**config.mk**
```make
export PLATFORM = sky130hd
export DESIGN_NAME = hazard_stall_ctrl_flat
export DESIGN_NICKNAME = d
export VERILOG_FILES = /design/src/rtl/hazard_stall_ctrl_pkg.sv /design/src/rtl/hazard_stall_ctrl_if.sv /design/src/rtl/hazard_stall_ctrl_hazard_detect.sv /design/src/rtl/hazard_stall_ctrl.sv /design/src/flat_wrapper.sv
export SDC_FILE = /design/constraint.sdc
export NUM_CORES = 1
export LEC_CHECK = 0
export ABC_AREA = 1
export BUFFER_PORTS_ARGS = -buffer_cell sky130_fd_sc_hd__buf_2
export CAP_MARGIN = 20
export CORE_MARGIN = 1
export CORE_UTILIZATION = 55
export CTS_BUF_LIST = sky130_fd_sc_hd__clkbuf_16
export DETAILED_ROUTE_END_ITERATION = 8
export GPL_ROUTABILITY_DRIVEN = 0
export PLACE_DENSITY = 0.82
export SLEW_MARGIN = 20
export SYNTH_ARGS = -nofsm -noshare
export SYNTH_HDL_FRONTEND = slang
export SYNTH_SLANG_ARGS = --single-unit
```
**constraint.sdc**
```tcl
create_clock -name clk -period 3.7 [get_ports clk]
set_clock_uncertainty 0.1 [all_clocks]
set_input_delay 0 -clock clk [delete_from_list [all_inputs] [get_ports clk]]
set_output_delay 0 -clock clk [all_outputs]
set_load 0.01 [all_outputs]
```
**src/rtl/hazard_stall_ctrl_pkg.sv**
```systemverilog
// Shared pipeline-control types: sequencer state encoding, the IF/ID flush NOP and a register-hit helper.
// Latency: n/a (types and pure functions only).
// Backpressure: n/a.
package cpu_ctrl_pkg;

    typedef enum logic {
        RUN      = 1'b0,
        MUL_BUSY = 1'b1
    } ctrl_state_e;

    localparam logic [31:0] NOP_INSTR = 32'h0000_0013;

    // Destination rd feeds a source actually read by the ID instruction; x0 never creates a dependency.
    function automatic logic src_hit(input logic [4:0] rd,
                                     input logic [4:0] rs1, input logic use1,
                                     input logic [4:0] rs2, input logic use2);
        return (rd != 5'd0) && ((use1 && (rd == rs1)) || (use2 && (rd == rs2)));
    endfunction

endpackage

```
**src/rtl/hazard_stall_ctrl_if.sv**
```systemverilog
// Bundle between the pipeline datapath (master) and the hazard/stall sequencer (slave).
// Latency: n/a (wires only).
// Backpressure: the slave's enables and bubbles are the pipeline's backpressure.
interface hazard_stall_ctrl_if #(
    parameter int CNT_W = 32
);
    logic [4:0]       id_rs1;
    logic [4:0]       id_rs2;
    logic             id_uses_rs1;
    logic             id_uses_rs2;
    logic             id_is_branch;
    logic [4:0]       id_ex_rd;
    logic             id_ex_reg_write;
    logic             id_ex_mem_read;
    logic             id_ex_is_mul;
    logic [4:0]       ex_m_rd;
    logic             ex_m_mem_read;
    logic             branch_taken;
    logic             jump;

    logic             pc_en;
    logic             if_id_en;
    logic             if_id_flush;
    logic             id_ex_en;
    logic             id_ex_bubble;
    logic             ex_m_bubble;
    logic             mul_start;
    logic             mul_busy;
    logic [CNT_W-1:0] stall_cycles;

    modport master (
        output id_rs1, id_rs2, id_uses_rs1, id_uses_rs2, id_is_branch,
               id_ex_rd, id_ex_reg_write, id_ex_mem_read, id_ex_is_mul,
               ex_m_rd, ex_m_mem_read, branch_taken, jump,
        input  pc_en, if_id_en, if_id_flush, id_ex_en, id_ex_bubble,
               ex_m_bubble, mul_start, mul_busy, stall_cycles
    );

    modport slave (
        input  id_rs1, id_rs2, id_uses_rs1, id_uses_rs2, id_is_branch,
               id_ex_rd, id_ex_reg_write, id_ex_mem_read, id_ex_is_mul,
               ex_m_rd, ex_m_mem_read, branch_taken, jump,
        output pc_en, if_id_en, if_id_flush, id_ex_en, id_ex_bubble,
               ex_m_bubble, mul_start, mul_busy, stall_cycles
    );

endinterface

```
**src/rtl/hazard_stall_ctrl_hazard_detect.sv**
```systemverilog
// Load-use and branch-operand hazard detection from the ID/EX/MEM register fields.
// Latency: purely combinational.
// Backpressure: none; the caller qualifies the results with its own state.
module hazard_detect
    import cpu_ctrl_pkg::*;
(
    input  logic [4:0] id_rs1,
    input  logic [4:0] id_rs2,
    input  logic       id_uses_rs1,
    input  logic       id_uses_rs2,
    input  logic       id_is_branch,
    input  logic [4:0] id_ex_rd,
    input  logic       id_ex_reg_write,
    input  logic       id_ex_mem_read,
    input  logic [4:0] ex_m_rd,
    input  logic       ex_m_mem_read,
    output logic       load_use,
    output logic       br_haz
);

    logic ex_hit;
    logic mem_hit;

    always_comb begin
        ex_hit   = src_hit(id_ex_rd, id_rs1, id_uses_rs1, id_rs2, id_uses_rs2);
        mem_hit  = src_hit(ex_m_rd, id_rs1, id_uses_rs1, id_rs2, id_uses_rs2);
        load_use = id_ex_mem_read && ex_hit;
        // Branches compare in ID, so any pending EX result or a load still in MEM is not forwardable.
        br_haz   = id_is_branch && ((id_ex_reg_write && ex_hit) || (ex_m_mem_read && mem_hit));
    end

endmodule

```
**src/rtl/hazard_stall_ctrl.sv**
```systemverilog
// Pipeline sequencer: MUL freeze, load-use / branch-operand stalls, ID redirect flush, stall counter.
// Latency: enables/bubbles combinational from state and inputs; state and counter update on enabled edges.
// Backpressure: mul_freeze > stall > redirect; enable=0 forces every control output low and holds all state.
module hazard_stall_ctrl
    import cpu_ctrl_pkg::*;
#(
    parameter int MUL_LAT = 4,
    parameter int CNT_W   = 32
) (
    input  logic               clk,
    input  logic               arst_n,
    input  logic               enable,
    hazard_stall_ctrl_if.slave bus
);

    localparam logic [3:0] CNT_LAST  = 4'(MUL_LAT - 1);
    localparam logic       MUL_MULTI = (MUL_LAT > 1);

    ctrl_state_e      state_q, state_d;
    logic [3:0]       cnt_q, cnt_d;
    logic [CNT_W-1:0] stall_cycles_q, stall_cycles_d;

    logic load_use, br_haz;
    logic mul_freeze, stall, redirect;
    logic pc_en_w, if_id_en_w, if_id_flush_w, id_ex_en_w, id_ex_bubble_w, ex_m_bubble_w;

    hazard_detect u_hazard_detect (
        .id_rs1          (bus.id_rs1),
        .id_rs2          (bus.id_rs2),
        .id_uses_rs1     (bus.id_uses_rs1),
        .id_uses_rs2     (bus.id_uses_rs2),
        .id_is_branch    (bus.id_is_branch),
        .id_ex_rd        (bus.id_ex_rd),
        .id_ex_reg_write (bus.id_ex_reg_write),
        .id_ex_mem_read  (bus.id_ex_mem_read),
        .ex_m_rd         (bus.ex_m_rd),
        .ex_m_mem_read   (bus.ex_m_mem_read),
        .load_use        (load_use),
        .br_haz          (br_haz)
    );

    always_comb begin
        mul_freeze = ((state_q == RUN) && bus.id_ex_is_mul && MUL_MULTI)
                  || ((state_q == MUL_BUSY) && (cnt_q != CNT_LAST));
        stall      = (state_q == RUN) && (load_use || br_haz);
        // A raw branch_taken during a stall was computed from stale operands and must not redirect.
        redirect   = (bus.branch_taken || bus.jump) && !stall && !mul_freeze;

        pc_en_w        = 1'b1;
        if_id_en_w     = 1'b1;
        if_id_flush_w  = 1'b0;
        id_ex_en_w     = 1'b1;
        id_ex_bubble_w = 1'b0;
        ex_m_bubble_w  = 1'b0;
        if (mul_freeze) begin
            pc_en_w       = 1'b0;
            if_id_en_w    = 1'b0;
            id_ex_en_w    = 1'b0;
            ex_m_bubble_w = 1'b1;
        end else if (stall) begin
            pc_en_w        = 1'b0;
            if_id_en_w     = 1'b0;
            id_ex_bubble_w = 1'b1;
        end else begin
            if_id_flush_w = redirect;
        end

        bus.pc_en        = enable && pc_en_w;
        bus.if_id_en     = enable && if_id_en_w;
        bus.if_id_flush  = enable && if_id_flush_w;
        bus.id_ex_en     = enable && id_ex_en_w;
        bus.id_ex_bubble = enable && id_ex_bubble_w;
        bus.ex_m_bubble  = enable && ex_m_bubble_w;
        bus.mul_start    = enable && (state_q == RUN) && mul_freeze;
        bus.mul_busy     = enable && (state_q == MUL_BUSY);
        bus.stall_cycles = stall_cycles_q;

        state_d        = state_q;
        cnt_d          = cnt_q;
        stall_cycles_d = stall_cycles_q;
        if (enable) begin
            if (state_q == RUN) begin
                if (mul_freeze) begin
                    state_d = MUL_BUSY;
                    cnt_d   = 4'd1;
                end
            end else if (cnt_q == CNT_LAST) begin
                state_d = RUN;
                cnt_d   = 4'd0;
            end else begin
                cnt_d = cnt_q + 4'd1;
            end
            if (!pc_en_w && (stall_cycles_q != {CNT_W{1'b1}})) begin
                stall_cycles_d = stall_cycles_q + CNT_W'(1);
            end
        end
    end

    always_ff @(posedge clk or negedge arst_n) begin
        if (!arst_n) begin
            state_q        <= RUN;
            cnt_q          <= 4'd0;
            stall_cycles_q <= '0;
        end else begin
            state_q        <= state_d;
            cnt_q          <= cnt_d;
            stall_cycles_q <= stall_cycles_d;
        end
    end

    a_no_mul_and_load: assert property (@(posedge clk) disable iff (!arst_n)
        enable |-> !(bus.id_ex_is_mul && bus.id_ex_mem_read));

endmodule
```
**src/flat_wrapper.sv**
```systemverilog
// flat-port wrapper written by rule: the top's interface ports become plain ports
module hazard_stall_ctrl_flat import cpu_ctrl_pkg::*;
#(
    parameter int MUL_LAT = 4,
    parameter int CNT_W   = 32
)
  (clk, arst_n, enable, bus_id_rs1, bus_id_rs2, bus_id_uses_rs1, bus_id_uses_rs2, bus_id_is_branch, bus_id_ex_rd, bus_id_ex_reg_write, bus_id_ex_mem_read, bus_id_ex_is_mul, bus_ex_m_rd, bus_ex_m_mem_read, bus_branch_taken, bus_jump, bus_pc_en, bus_if_id_en, bus_if_id_flush, bus_id_ex_en, bus_id_ex_bubble, bus_ex_m_bubble, bus_mul_start, bus_mul_busy, bus_stall_cycles);
  hazard_stall_ctrl_if #(.CNT_W(CNT_W)) bus_i ();
  input  logic clk;
  input  logic arst_n;
  input  logic enable;
  input wire logic [$bits(bus_i.id_rs1)-1:0] bus_id_rs1;
  input wire logic [$bits(bus_i.id_rs2)-1:0] bus_id_rs2;
  input wire logic [$bits(bus_i.id_uses_rs1)-1:0] bus_id_uses_rs1;
  input wire logic [$bits(bus_i.id_uses_rs2)-1:0] bus_id_uses_rs2;
  input wire logic [$bits(bus_i.id_is_branch)-1:0] bus_id_is_branch;
  input wire logic [$bits(bus_i.id_ex_rd)-1:0] bus_id_ex_rd;
  input wire logic [$bits(bus_i.id_ex_reg_write)-1:0] bus_id_ex_reg_write;
  input wire logic [$bits(bus_i.id_ex_mem_read)-1:0] bus_id_ex_mem_read;
  input wire logic [$bits(bus_i.id_ex_is_mul)-1:0] bus_id_ex_is_mul;
  input wire logic [$bits(bus_i.ex_m_rd)-1:0] bus_ex_m_rd;
  input wire logic [$bits(bus_i.ex_m_mem_read)-1:0] bus_ex_m_mem_read;
  input wire logic [$bits(bus_i.branch_taken)-1:0] bus_branch_taken;
  input wire logic [$bits(bus_i.jump)-1:0] bus_jump;
  output wire logic [$bits(bus_i.pc_en)-1:0] bus_pc_en;
  output wire logic [$bits(bus_i.if_id_en)-1:0] bus_if_id_en;
  output wire logic [$bits(bus_i.if_id_flush)-1:0] bus_if_id_flush;
  output wire logic [$bits(bus_i.id_ex_en)-1:0] bus_id_ex_en;
  output wire logic [$bits(bus_i.id_ex_bubble)-1:0] bus_id_ex_bubble;
  output wire logic [$bits(bus_i.ex_m_bubble)-1:0] bus_ex_m_bubble;
  output wire logic [$bits(bus_i.mul_start)-1:0] bus_mul_start;
  output wire logic [$bits(bus_i.mul_busy)-1:0] bus_mul_busy;
  output wire logic [$bits(bus_i.stall_cycles)-1:0] bus_stall_cycles;
  assign bus_i.id_rs1 = bus_id_rs1;
  assign bus_i.id_rs2 = bus_id_rs2;
  assign bus_i.id_uses_rs1 = bus_id_uses_rs1;
  assign bus_i.id_uses_rs2 = bus_id_uses_rs2;
  assign bus_i.id_is_branch = bus_id_is_branch;
  assign bus_i.id_ex_rd = bus_id_ex_rd;
  assign bus_i.id_ex_reg_write = bus_id_ex_reg_write;
  assign bus_i.id_ex_mem_read = bus_id_ex_mem_read;
  assign bus_i.id_ex_is_mul = bus_id_ex_is_mul;
  assign bus_i.ex_m_rd = bus_ex_m_rd;
  assign bus_i.ex_m_mem_read = bus_ex_m_mem_read;
  assign bus_i.branch_taken = bus_branch_taken;
  assign bus_i.jump = bus_jump;
  assign bus_pc_en = bus_i.pc_en;
  assign bus_if_id_en = bus_i.if_id_en;
  assign bus_if_id_flush = bus_i.if_id_flush;
  assign bus_id_ex_en = bus_i.id_ex_en;
  assign bus_id_ex_bubble = bus_i.id_ex_bubble;
  assign bus_ex_m_bubble = bus_i.ex_m_bubble;
  assign bus_mul_start = bus_i.mul_start;
  assign bus_mul_busy = bus_i.mul_busy;
  assign bus_stall_cycles = bus_i.stall_cycles;
  hazard_stall_ctrl #(.MUL_LAT(MUL_LAT), .CNT_W(CNT_W)) u_core (.clk(clk), .arst_n(arst_n), .enable(enable), .bus(bus_i));
endmodule
```
; ---- Word-level counts from Yosys, hierarchy flattened
; Index checks and enable logic that the tools add are counted.
[op_classes]
n_eq_ne = 7
addsub = 2
muxes = 13
bitwise_logic = 1
n_reduce_logical = 38
[op_table]
columns = operator, n
row1 = "32-bit by 1-bit adder with 32-bit output, second input constant", 1
row2 = "32-bit != test, second input constant", 1
row3 = 1-bit logical AND, 24
row4 = 5-bit equality test, 4
row5 = 4-bit two-way mux, 3
row6 = 1-bit two-way mux, 10
row7 = 5-bit nonzero test, 2
row8 = 1-bit logical OR, 6
row9 = "4-bit by 1-bit adder with 4-bit output, second input constant", 1
row10 = "4-bit by 2-bit equality test with 1-bit output, second input constant", 1
row11 = "4-bit by 2-bit != test with 1-bit output, second input constant", 1
row12 = 2-bit AND reduction, 2
row13 = 1-bit logical NOT, 3
row14 = 2-bit nonzero test, 1
row15 = 1-bit NOT, 1
[totals]
word_cells = 64
input_bits = 32
reg_bits = 37

; ---- Longest topological paths before layout
; Gate-level depths: netlist of the first run.
[logic_depth]
ltp_word = 15
ltp_mapped = 15

; ---- Modules after synthesis
; Synthesis of the first run repeated with hierarchy kept, for this count alone.
[hier_totals]
cells_unflattened = 481
hier_area_um2 = 2932.8
[modules_own_cells]
columns = module, seq_area_each_um2, cells_each, instances, area_per_inst_um2
row1 = hazard_stall_ctrl, 925.9, 379, 1, 2517.4
row2 = hazard_detect, 0.0, 102, 1, 415.4

; ---- Worst setup path before layout of the first run
; No wires, ideal clock.
[synth_timing]
path_kind = flip-flop to flip-flop
start = register u_core.stall_cycles_q[1] (netlist: u_core.bus.stall_cycles[1])
end = register u_core.stall_cycles_q[23] (netlist: u_core.bus.stall_cycles[23])
path_slack_ps = 1760
synth_period_minus_slack_ps = 1940
required_time_ps = 3534
t_arrival_ps = 1774
path_buffers = 1
setup_time_ps = 66
stages_incl_launch_ff = 11
cell_sequence = dfrtp_1 > ha_1 > nand3_1 > inv_1 > nand3_2 > nor3_2 > nand4_4 > nand3_4 > buf_6 > nand2_1 > nand2_1
[synth_between]
elab_chain_len = 3
[synth_lines]
columns = item, line_no
row1 = "start, declared", hazard_stall_ctrl.sv:21  ; logic [CNT_W-1:0] stall_cycles_q, stall_cycles_d;
row2 = "start signal, assigned", hazard_stall_ctrl.sv:107  ; stall_cycles_q <= stall_cycles_d;
row3 = branches (longest 3 deep; another with 32-bit by 1-bit adder with 32-bit output), n/a
; Several ways; the timed one is not identified.
; A chain may end at the register's enable or synchronous reset.

; ---- Worst setup path after layout of the first run
[layout_timing]
start = register u_core.stall_cycles_q[0] (netlist: u_core.bus.stall_cycles[0])
end = register u_core.stall_cycles_q[10] (netlist: u_core.bus.stall_cycles[10])
; The elaborated chain is that of the path after synthesis.

==> run metrics, run 1 <==
die height=74.9 um; synth cell count leaders=173 x nand2_1, 66 x inv_1, 52 x nor2_1, 41 x nand4_1, 37 x dfrtp_1; Critical Path Start Type=register; average wire per cell in the routed design=12.5 um; Internal Power=0.806 mW; port buffer count=71; top post-synthesis cells by area=dfrtp_1 32%, nand2_1 22%, nand4_1 8.8%; Ports=72; post-route ant nets=0; via count=3239; clock share of power=0.328; hold crit path type=input pin to register; FF-to-FF Start=u_core.bus.stall_cycles[0]; global route overflow=0; initial antenna violation count=0; Comb pwr share=0.262; pin count of the biggest net entering global routing=38; cell family with most CP delay=simple AND/OR/NAND/NOR gates; Hold Buf Count CTS=1; slowest CP cell=nand4_4; crit-path max FO=34; CTS clk-pin slew, worst paths=60 ps; post-CTS setup buffers=0; H-tree levels=2; TritonCTS Buffers=5; Worst-Skew Late Latency=280 ps; Post-CTS Resized=0; Post-Syn Instances=470; Least-Margin Pin Slew=842 ps; vias in the first global route=2831; required time worst endpoint=3760 ps; Leakage=1.93 nW; post-synth top area share=0.317; DRC Markers=0; Final WS setup=1110 ps; die area=5610 um2; hold path start=bus_id_ex_is_mul; Fill cells=478; Net Switching=0.418 mW; global-route wire length before repair=12300 um; fmax=386 MHz; core box area=5110 um2; area delta synth->final=18.1%; Arrival @ worst endpoint=2650 ps; period utilization=0.701; area leader, netlist=dfrtp_1; Slew HR=0.439; most frequent cell after synthesis=nand2_1; status=finished, final reports clean; P per Cell Area=354 nW/um2; CTS sink cnt=37; final wirelength=7630 um; Syn Area/Cell=6.22 um2; clk buf depth=2; drt via density=5.33; Bufs and invs on worst path=2; Seq pwr share=0.410; Seq/Total Area, Yosys=0.317; Yosys cell types=28; synthesis warning total=0; Yosys reg bits=37; final hold vios=0; Die Wd=74.9 um; Sw Share=0.342; critical path type=register to register; Total GRT Usage=0.285; pre-CTS setup slack=1220 ps; CP Launch Point=u_core.bus.stall_cycles[0]; setup TNS=0 ps; share of layout cells above drive strength 1=0.164; share of flip-flops with an asynchronous set or reset=1.00; RSZ-0062 raised after global routing=no; setup violators final=0; post-synth net total=504; DRT iter0 DRCs=159; Post-synth EDFFs=0; Worst VDD drop=0.217 mV; Clock Tree Root=clkbuf_16; max-cap violations=0; Initial Util=0.573; layout net count=571; CTS tree=yes; drt first pass iters=5; Final Max Slew Viols=0; Mapped Area=2930 um2; slowest stage delay, CP=430 ps; Top FF cell, synth=dfrtp_1; Ant. Diodes=0; Core Rows=26; post-layout minimum cycle time=2590 ps; HPWL Detailed=5640 um; CP endpoint kind=register; cell chain of the critical path=ha_1 > nand3_1 > inv_1 > nand3_2 > nor3_2 > nand4_4 > buf_4 > nand4_1 > nand2_1
-- placed cells by master (no fill, tap or decap), types with 8 or more instances in the layout --
cell type,instances
dfrtp_1,37
nand2_1,173
o21ai_0,8
nand4_1,41
nand3_1,29
buf_2,71
inv_1,67
nor3_1,17
xor2_1,14
nor2_1,52
-- logic make-up after synthesis --
family                     count (synthesis)  share of synthesized area
DFF                                       37                      0.317
xor gates and xnor gates                  15                     0.0449
adders and majority gates                  2                    0.00855
AOI/OAI and AO/OA                         13                     0.0257
buffers and inverters                     82                      0.113
and+or+nand+nor                          321                      0.491
-- worst reg2reg max path, delay by kind of cell, from the launching register on --
| family | cells | cell delay [ps] |
|---|---|---|
| DFF | 1 | 410 |
| and+or+nand+nor | 6 | 1200 |
| buffers and inverters | 2 | 560 |
| adders and majority gates | 1 | 210 |
-- per-layer routing --
layer	vias to the layer above	track usage	routed length, um
met1	1463	0.354	3370
met2	119	0.494	3670
li1	1637	-	-
met3	20	0.0455	438
met4	0	0.109	159
met5	-	0	0
-- stage by stage --
stage,power [mW],cell area [um2],hold WS [ps],utilization,instances
global placement,0.812,3310,41.6,0.647,599
global route,1.30,3460,81.8,0.677,608
CTS,1.23,3460,34.9,0.677,608
detailed placement,0.824,3310,52.6,0.647,599
floorplan,0.719,2930,-396,-,470
finish,1.22,3460,32.1,0.677,608
-- power by group through the flow --
stage / registers, mW / clock network (mW) / logic (mW)
finish: 0.501 / 0.402 / 0.321
global placement: 0.503 / 0 / 0.310
CTS: 0.499 / 0.405 / 0.322
global route: 0.508 / 0.424 / 0.364
floorplan: 0.509 / 0 / 0.210
detailed placement: 0.505 / 0 / 0.319
-- area by class of cell --
class	count	area, um2	area share
clock buffers	5	125	0.0362
clock inverters	3	13.8	0.00398
inverters	68	255	0.0739
multi-input cells	351	1670	0.483
flip-flops and latches	37	926	0.268
well taps	70	87.6	0.0253
repair buffers	74	380	0.110
-- sequential cells by signal, indices dropped and copies added, names as in the netlist --
register,flops
u_core.cnt_q,4
u_core.state_q,1
u_core.bus.stall_cycles,32
-- path summary, 6_finish.rpt --
| check | end | slack (ps) | cells past startpoint |
|---|---|---|---|
| max | u_core.bus.stall_cycles[10] | 1110 | 9 |
| min | u_core.cnt_q[2] | 30 | 4 |
| max reg2reg | u_core.bus.stall_cycles[10] | 1110 | 9 |
| min reg2reg | u_core.bus.stall_cycles[21] | 420 | 2 |
| max in group asynchronous | u_core.bus.stall_cycles[5] | 2700 | 2 |
| min in group asynchronous | u_core.cnt_q[2] | 260 | 2 |
(Power assumes the default switching activity.)
==> run 2: changes to the inputs <==
CORE_UTILIZATION = 49   (was 55)
PLACE_DENSITY = 0.77   (was 0.82)
clock period = 2.32 ns   (was 3.7 ns; I/O delays follow)
==> run metrics, run 2 (synthesis gave the netlist of run 1 again) <==
Clock Tree Root=clkbuf_16 (unchanged); placed cell count=605 (was 599); Worst-Skew Late Latency=280 ps (about the same); post-CTS setup buffers=0 (unchanged); CTS clk-pin slew, worst paths=60 ps (about the same); critical path type=register to register (unchanged); Reg2Reg Depth=9 (unchanged); layout net count=575 (was 571); required time worst endpoint=2390 ps (was 3760 ps); core box area=5640 um2 (was 5110 um2); fmax=474 MHz (was 386 MHz); post-route ant nets=0 (unchanged); Largest register FFs=32 (unchanged); DRT iter0 DRCs=244 (was 159); hold crit path type=input pin to register (unchanged); CP endpoint kind=register (unchanged); Slew HR=0.463 (was 0.439); Seq pwr share=0.384 (was 0.410); DRC Markers=0 (unchanged); Arrival @ worst endpoint=2190 ps (was 2650 ps); Comb pwr share=0.253 (was 0.262); HPWL Detailed=5880 um (was 5640 um); P per Cell Area=592 nW/um2 (was 354 nW/um2); Sequential Area=926 um2 (unchanged); Final WS setup=210 ps (was 1110 ps); area delta synth->final=20.5% (was 18.1%); Critical Path Start Type=register (unchanged); port buffer count=71 (unchanged); r2r setup slk=210 ps (was 1110 ps); Initial Util=0.519 (was 0.573); initial antenna violation count=0 (unchanged); FF-to-FF Start=u_core.bus.stall_cycles[0] (unchanged); crit-path max FO=5 (was 34); Hold Path Depth=4 (unchanged); CTS tree=yes (unchanged); CTS sink cnt=37 (unchanged); Non-Filler Instances=614 (was 608); status=finished, final reports clean (unchanged); pre-CTS setup slack=246 ps (was 1220 ps); Fill cells=563 (was 478); Core Rows=27 (was 26); cell chain of the critical path=inv_1 > nor3_1 > nand3_1 > nor2_1 > nand2_1 > nor3_2 > nand3_1 > nand2_1 > nand2_1 (was ha_1 > nand3_1 > inv_1 > nand3_2 > nor3_2 > nand4_4 > buf_4 > nand4_1 > nand2_1); die height=79.3 um (was 74.9 um); post-layout minimum cycle time=2110 ps (was 2590 ps); share of layout cells above drive strength 1=0.168 (was 0.164); Total GRT Usage=0.263 (was 0.285); clk buf depth=2 (unchanged); RSZ-0062 raised after global routing=no (unchanged); hold endpoint=u_core.cnt_q[2] (unchanged); commonest non-fill, non-tap cells in the layout=173 x nand2_1, 71 x buf_2, 67 x inv_1 (unchanged); Internal Power=1.41 mW (was 0.806 mW); Net Switching=0.675 mW (was 0.418 mW); CP Launch Point=u_core.bus.stall_cycles[0] (unchanged); H-tree levels=2 (unchanged); Most common cell on crit path=nand2_1; setup violators final=0 (unchanged); Leakage=1.96 nW (was 1.93 nW); final hold vios=0 (unchanged); via count=3227 (was 3239); hold path start=bus_id_ex_is_mul (unchanged); clock share of power=0.363 (was 0.328); TritonCTS Buffers=5 (unchanged); Least-Margin Pin Slew=805 ps (was 842 ps); placed cell area=3350 um2 (was 3310 um2); Critical R2R Capture=u_core.bus.stall_cycles[19] (was u_core.bus.stall_cycles[10]); Final Max Slew Viols=0 (unchanged); period utilization=0.910 (was 0.701); most common cell after layout, fill and taps aside=nand2_1 (unchanged); Ports=72 (unchanged); setup TNS=0 ps (unchanged); slowest CP cell=dfrtp_1 (was nand4_4); multi-input logic area=1670 um2 (unchanged); global route overflow=0 (unchanged); drt via density=5.26 (was 5.33); Final Instance Area=3520 um2 (was 3460 um2); vias in the first global route=2888 (was 2831); slowest stage delay, CP=410 ps (was 430 ps); max-cap violations=0 (unchanged); die area=6280 um2 (was 5610 um2); global-route wire length before repair=13000 um (was 12300 um); pin count of the biggest net entering global routing=48 (was 38); final wirelength=7710 um (was 7630 um); average wire per cell in the routed design=12.6 um (was 12.5 um); Ant. Diodes=0 (unchanged); Sw Share=0.324 (was 0.342); drt first pass iters=5 (unchanged); Die Wd=79.3 um (was 74.9 um); Worst VDD drop=0.344 mV (was 0.217 mV)
[run 2: changes by cell type in the layout (fill, tap and decap cells not counted), sizes merged]
| cell | before | now |
|---|---|---|
| bufinv | 0 | 1 |
| buf | 73 | 77 |
| clkinv | 2 | 1 |
[run 2: worst max-delay path: cells and delay by family (launching register included)]
kind,cells,cell delay [ps]
DFF,1,410
and+or+nand+nor,8,1390
buffers and inverters,1,110
[run 2: repair_timing]
item,CTS,global route
hold endpoints to repair,37,0
hold buffers,1,0
resized for setup,0,0
[run 2: per-layer routing]
metal  share of wire  GRT usage  up-vias
met5               0          0        -
met3           0.045     0.0448       11
met4           0.015     0.0709        0
li1                -          -     1645
met1            0.45      0.332     1484
met2            0.49      0.460       87
[run 2: worst max path at each step]
| stage | to | slack, ps | depth (start not counted) |
|---|---|---|---|
| after floorplan | u_core.bus.stall_cycles[23] | 380 | 10 |
| after global placement | u_core.bus.stall_cycles[19] | 320 | 9 |
| after detailed placement | u_core.bus.stall_cycles[9] | 250 | 9 |
| after CTS | u_core.bus.stall_cycles[23] | 230 | 9 |
| after global routing | u_core.bus.stall_cycles[23] | 20 | 9 |
| final | u_core.bus.stall_cycles[19] | 210 | 9 |
[run 2: power by group through the flow]
stage               sequential (mW)  clock, mW  combinational, mW
floorplan                     0.811          0              0.335
global placement              0.801          0              0.519
detailed placement            0.808          0              0.530
CTS                           0.799      0.764              0.532
global route                  0.815      0.790              0.599
finish                        0.800      0.758              0.527
[run 2: through the flow]
step / utilization / total power, mW / hold WS, ps
4_1_cts: 0.625 / 2.10 / 9.41
6_report: 0.625 / 2.09 / 26.2
3_5_place_dp: 0.594 / 1.34 / 42.3
5_1_grt: 0.625 / 2.20 / 51.5
2_1_floorplan: - / 1.15 / -396
3_3_place_gp: 0.594 / 1.32 / 44.3
[run 2: cell type report]
cell class                 count  area share
multi-input combinational    351       0.473
sequential                    37       0.263
timing repair buffer          78       0.120
inverter                      68      0.0724
clock buffer                   5      0.0355
tap                           72      0.0256
clock inverter                 3      0.0106
==> run 3: changes to the inputs <==
CORE_MARGIN = 2   (was 1)
==> run metrics, run 3 (synthesis gave the netlist of run 1 again) <==
Clock Tree Root=clkbuf_16 (unchanged); Critical Path Start Type=register (unchanged); Worst VDD drop=0.377 mV (was 0.344 mV); via count=3244 (was 3227); fmax=494 MHz (was 474 MHz); max-cap violations=0 (unchanged); Total GRT Usage=0.259 (was 0.263); Initial Util=0.500 (was 0.519); DRC Markers=0 (unchanged); Layout Utilization=0.601 (was 0.625); H-tree levels=2 (unchanged); CP endpoint kind=register (unchanged); post-route ant nets=0 (unchanged); CTS tree=yes (unchanged); Slew HR=0.437 (was 0.463); Ant. Diodes=0 (unchanged); area delta synth->final=20.3% (was 20.5%); pre-CTS setup slack=213 ps (was 246 ps); share of layout cells above drive strength 1=0.171 (was 0.168); TritonCTS Buffers=5 (unchanged); drt via density=5.23 (was 5.26); Core Rows=28 (was 27); P per Cell Area=558 nW/um2 (was 592 nW/um2); period utilization=0.873 (was 0.910); crit-path max FO=6 (was 5); Final WS setup=295 ps (was 210 ps); drt first pass iters=5 (unchanged); pin count of the biggest net entering global routing=38 (was 48); layout net count=579 (was 575); initial antenna violation count=0 (unchanged); Largest register FFs=32 (unchanged); Post-CTS Resized=0 (unchanged); hold crit path type=input pin to register (unchanged); port buffer count=71 (unchanged); clk buf depth=2 (unchanged); setup TNS=0 ps (unchanged); global route overflow=0 (unchanged); critical path type=register to register (unchanged); status=finished, final reports clean (unchanged); Fill cells=576 (was 563); Die Wd=81.3 um (was 79.3 um); final hold vios=0 (unchanged); vias in the first global route=2928 (was 2888); CTS sink cnt=37 (unchanged); setup violators final=0 (unchanged); Leakage=1.96 nW (about the same); average wire per cell in the routed design=12.8 um (was 12.6 um); core box area=5850 um2 (was 5640 um2); die height=81.3 um (was 79.3 um); HPWL Detailed=6020 um (was 5880 um); DRT iter0 DRCs=254 (was 244); Worst-Skew Late Latency=280 ps (about the same); Arrival @ worst endpoint=2090 ps (was 2190 ps); RSZ-0062 raised after global routing=no (unchanged); global-route wire length before repair=13300 um (was 13000 um); CTS clk-pin slew, worst paths=50 ps (was 60 ps); most common cell after layout, fill and taps aside=nand2_1 (unchanged); final wirelength=7940 um (was 7710 um); commonest non-fill, non-tap cells in the layout=173 x nand2_1, 71 x buf_2, 67 x inv_1 (unchanged); Ports=72 (unchanged); die area=6600 um2 (was 6280 um2); required time worst endpoint=2390 ps (about the same); Final Max Slew Viols=0 (unchanged); post-layout minimum cycle time=2030 ps (was 2110 ps); Least-Margin Pin Slew=844 ps (was 805 ps)
[run 3: critical path, stage by stage (launching register included)]
cell and delay [ps]:
dfrtp_1 440, nand2_1 120, nor3_1 270, nand3_1 130, nor2_1 280, nand4_1 200, nor2_1 170, nand3_1 90
nand2_1 70, nand2_1 40
[run 3: metrics by stage]
stage,cells,power (mW),hold WS (ps),cell area [um2]
6_report,620,1.96,132,3520
5_1_grt,620,2.09,169,3520
4_1_cts,617,1.97,123,3500
3_5_place_dp,608,1.33,53.9,3340
3_3_place_gp,608,1.31,47.9,3340
2_1_floorplan,470,1.15,-396,2930
[run 3: timing repair]
item	CTS	global route
endpoints found under the hold margin	38	0
buffers inserted	0	3
setup endpoints to repair	0	1
hold buffers	2	0
[run 3: per-layer routing]
layer	track usage	vias to the layer above	wire length (um)	share of wire
met5	0	-	0	0
li1	-	1648	-	-
met4	0.105	0	185	0.023
met3	0.0444	15	404	0.051
met1	0.332	1465	3540	0.45
met2	0.430	116	3810	0.48
[run 3: layout make-up]
type	instances	area, um2	area share
clock buffers	5	125	0.0356
well taps	75	93.8	0.0267
repair buffers	82	443	0.126
clock inverters	2	7.51	0.00213
flip-flops and latches	37	926	0.263
multi-input cells	351	1670	0.474
inverters	68	255	0.0725
[run 3: final timing paths]
check                           slack [ps]                           to                        start  cells past startpoint
max in group asynchronous             1330   u_core.bus.stall_cycles[3]                       arst_n                      2
worst min register to register         400  u_core.bus.stall_cycles[31]  u_core.bus.stall_cycles[31]                      2
min in group asynchronous              260              u_core.cnt_q[3]                       arst_n                      2
worst min-delay path                   130   u_core.bus.stall_cycles[6]                       enable                      5
worst max-delay path                   290  u_core.bus.stall_cycles[27]   u_core.bus.stall_cycles[2]                      9
worst max register to register         290  u_core.bus.stall_cycles[27]   u_core.bus.stall_cycles[2]                      9
[run 3: power breakdown]
group | internal, mW | total, mW | switching (mW)
logic | 0.191 | 0.531 | 0.339
registers | 0.715 | 0.798 | 0.0827
clock network | 0.384 | 0.635 | 0.251
total | 1.29 | 1.96 | 0.673
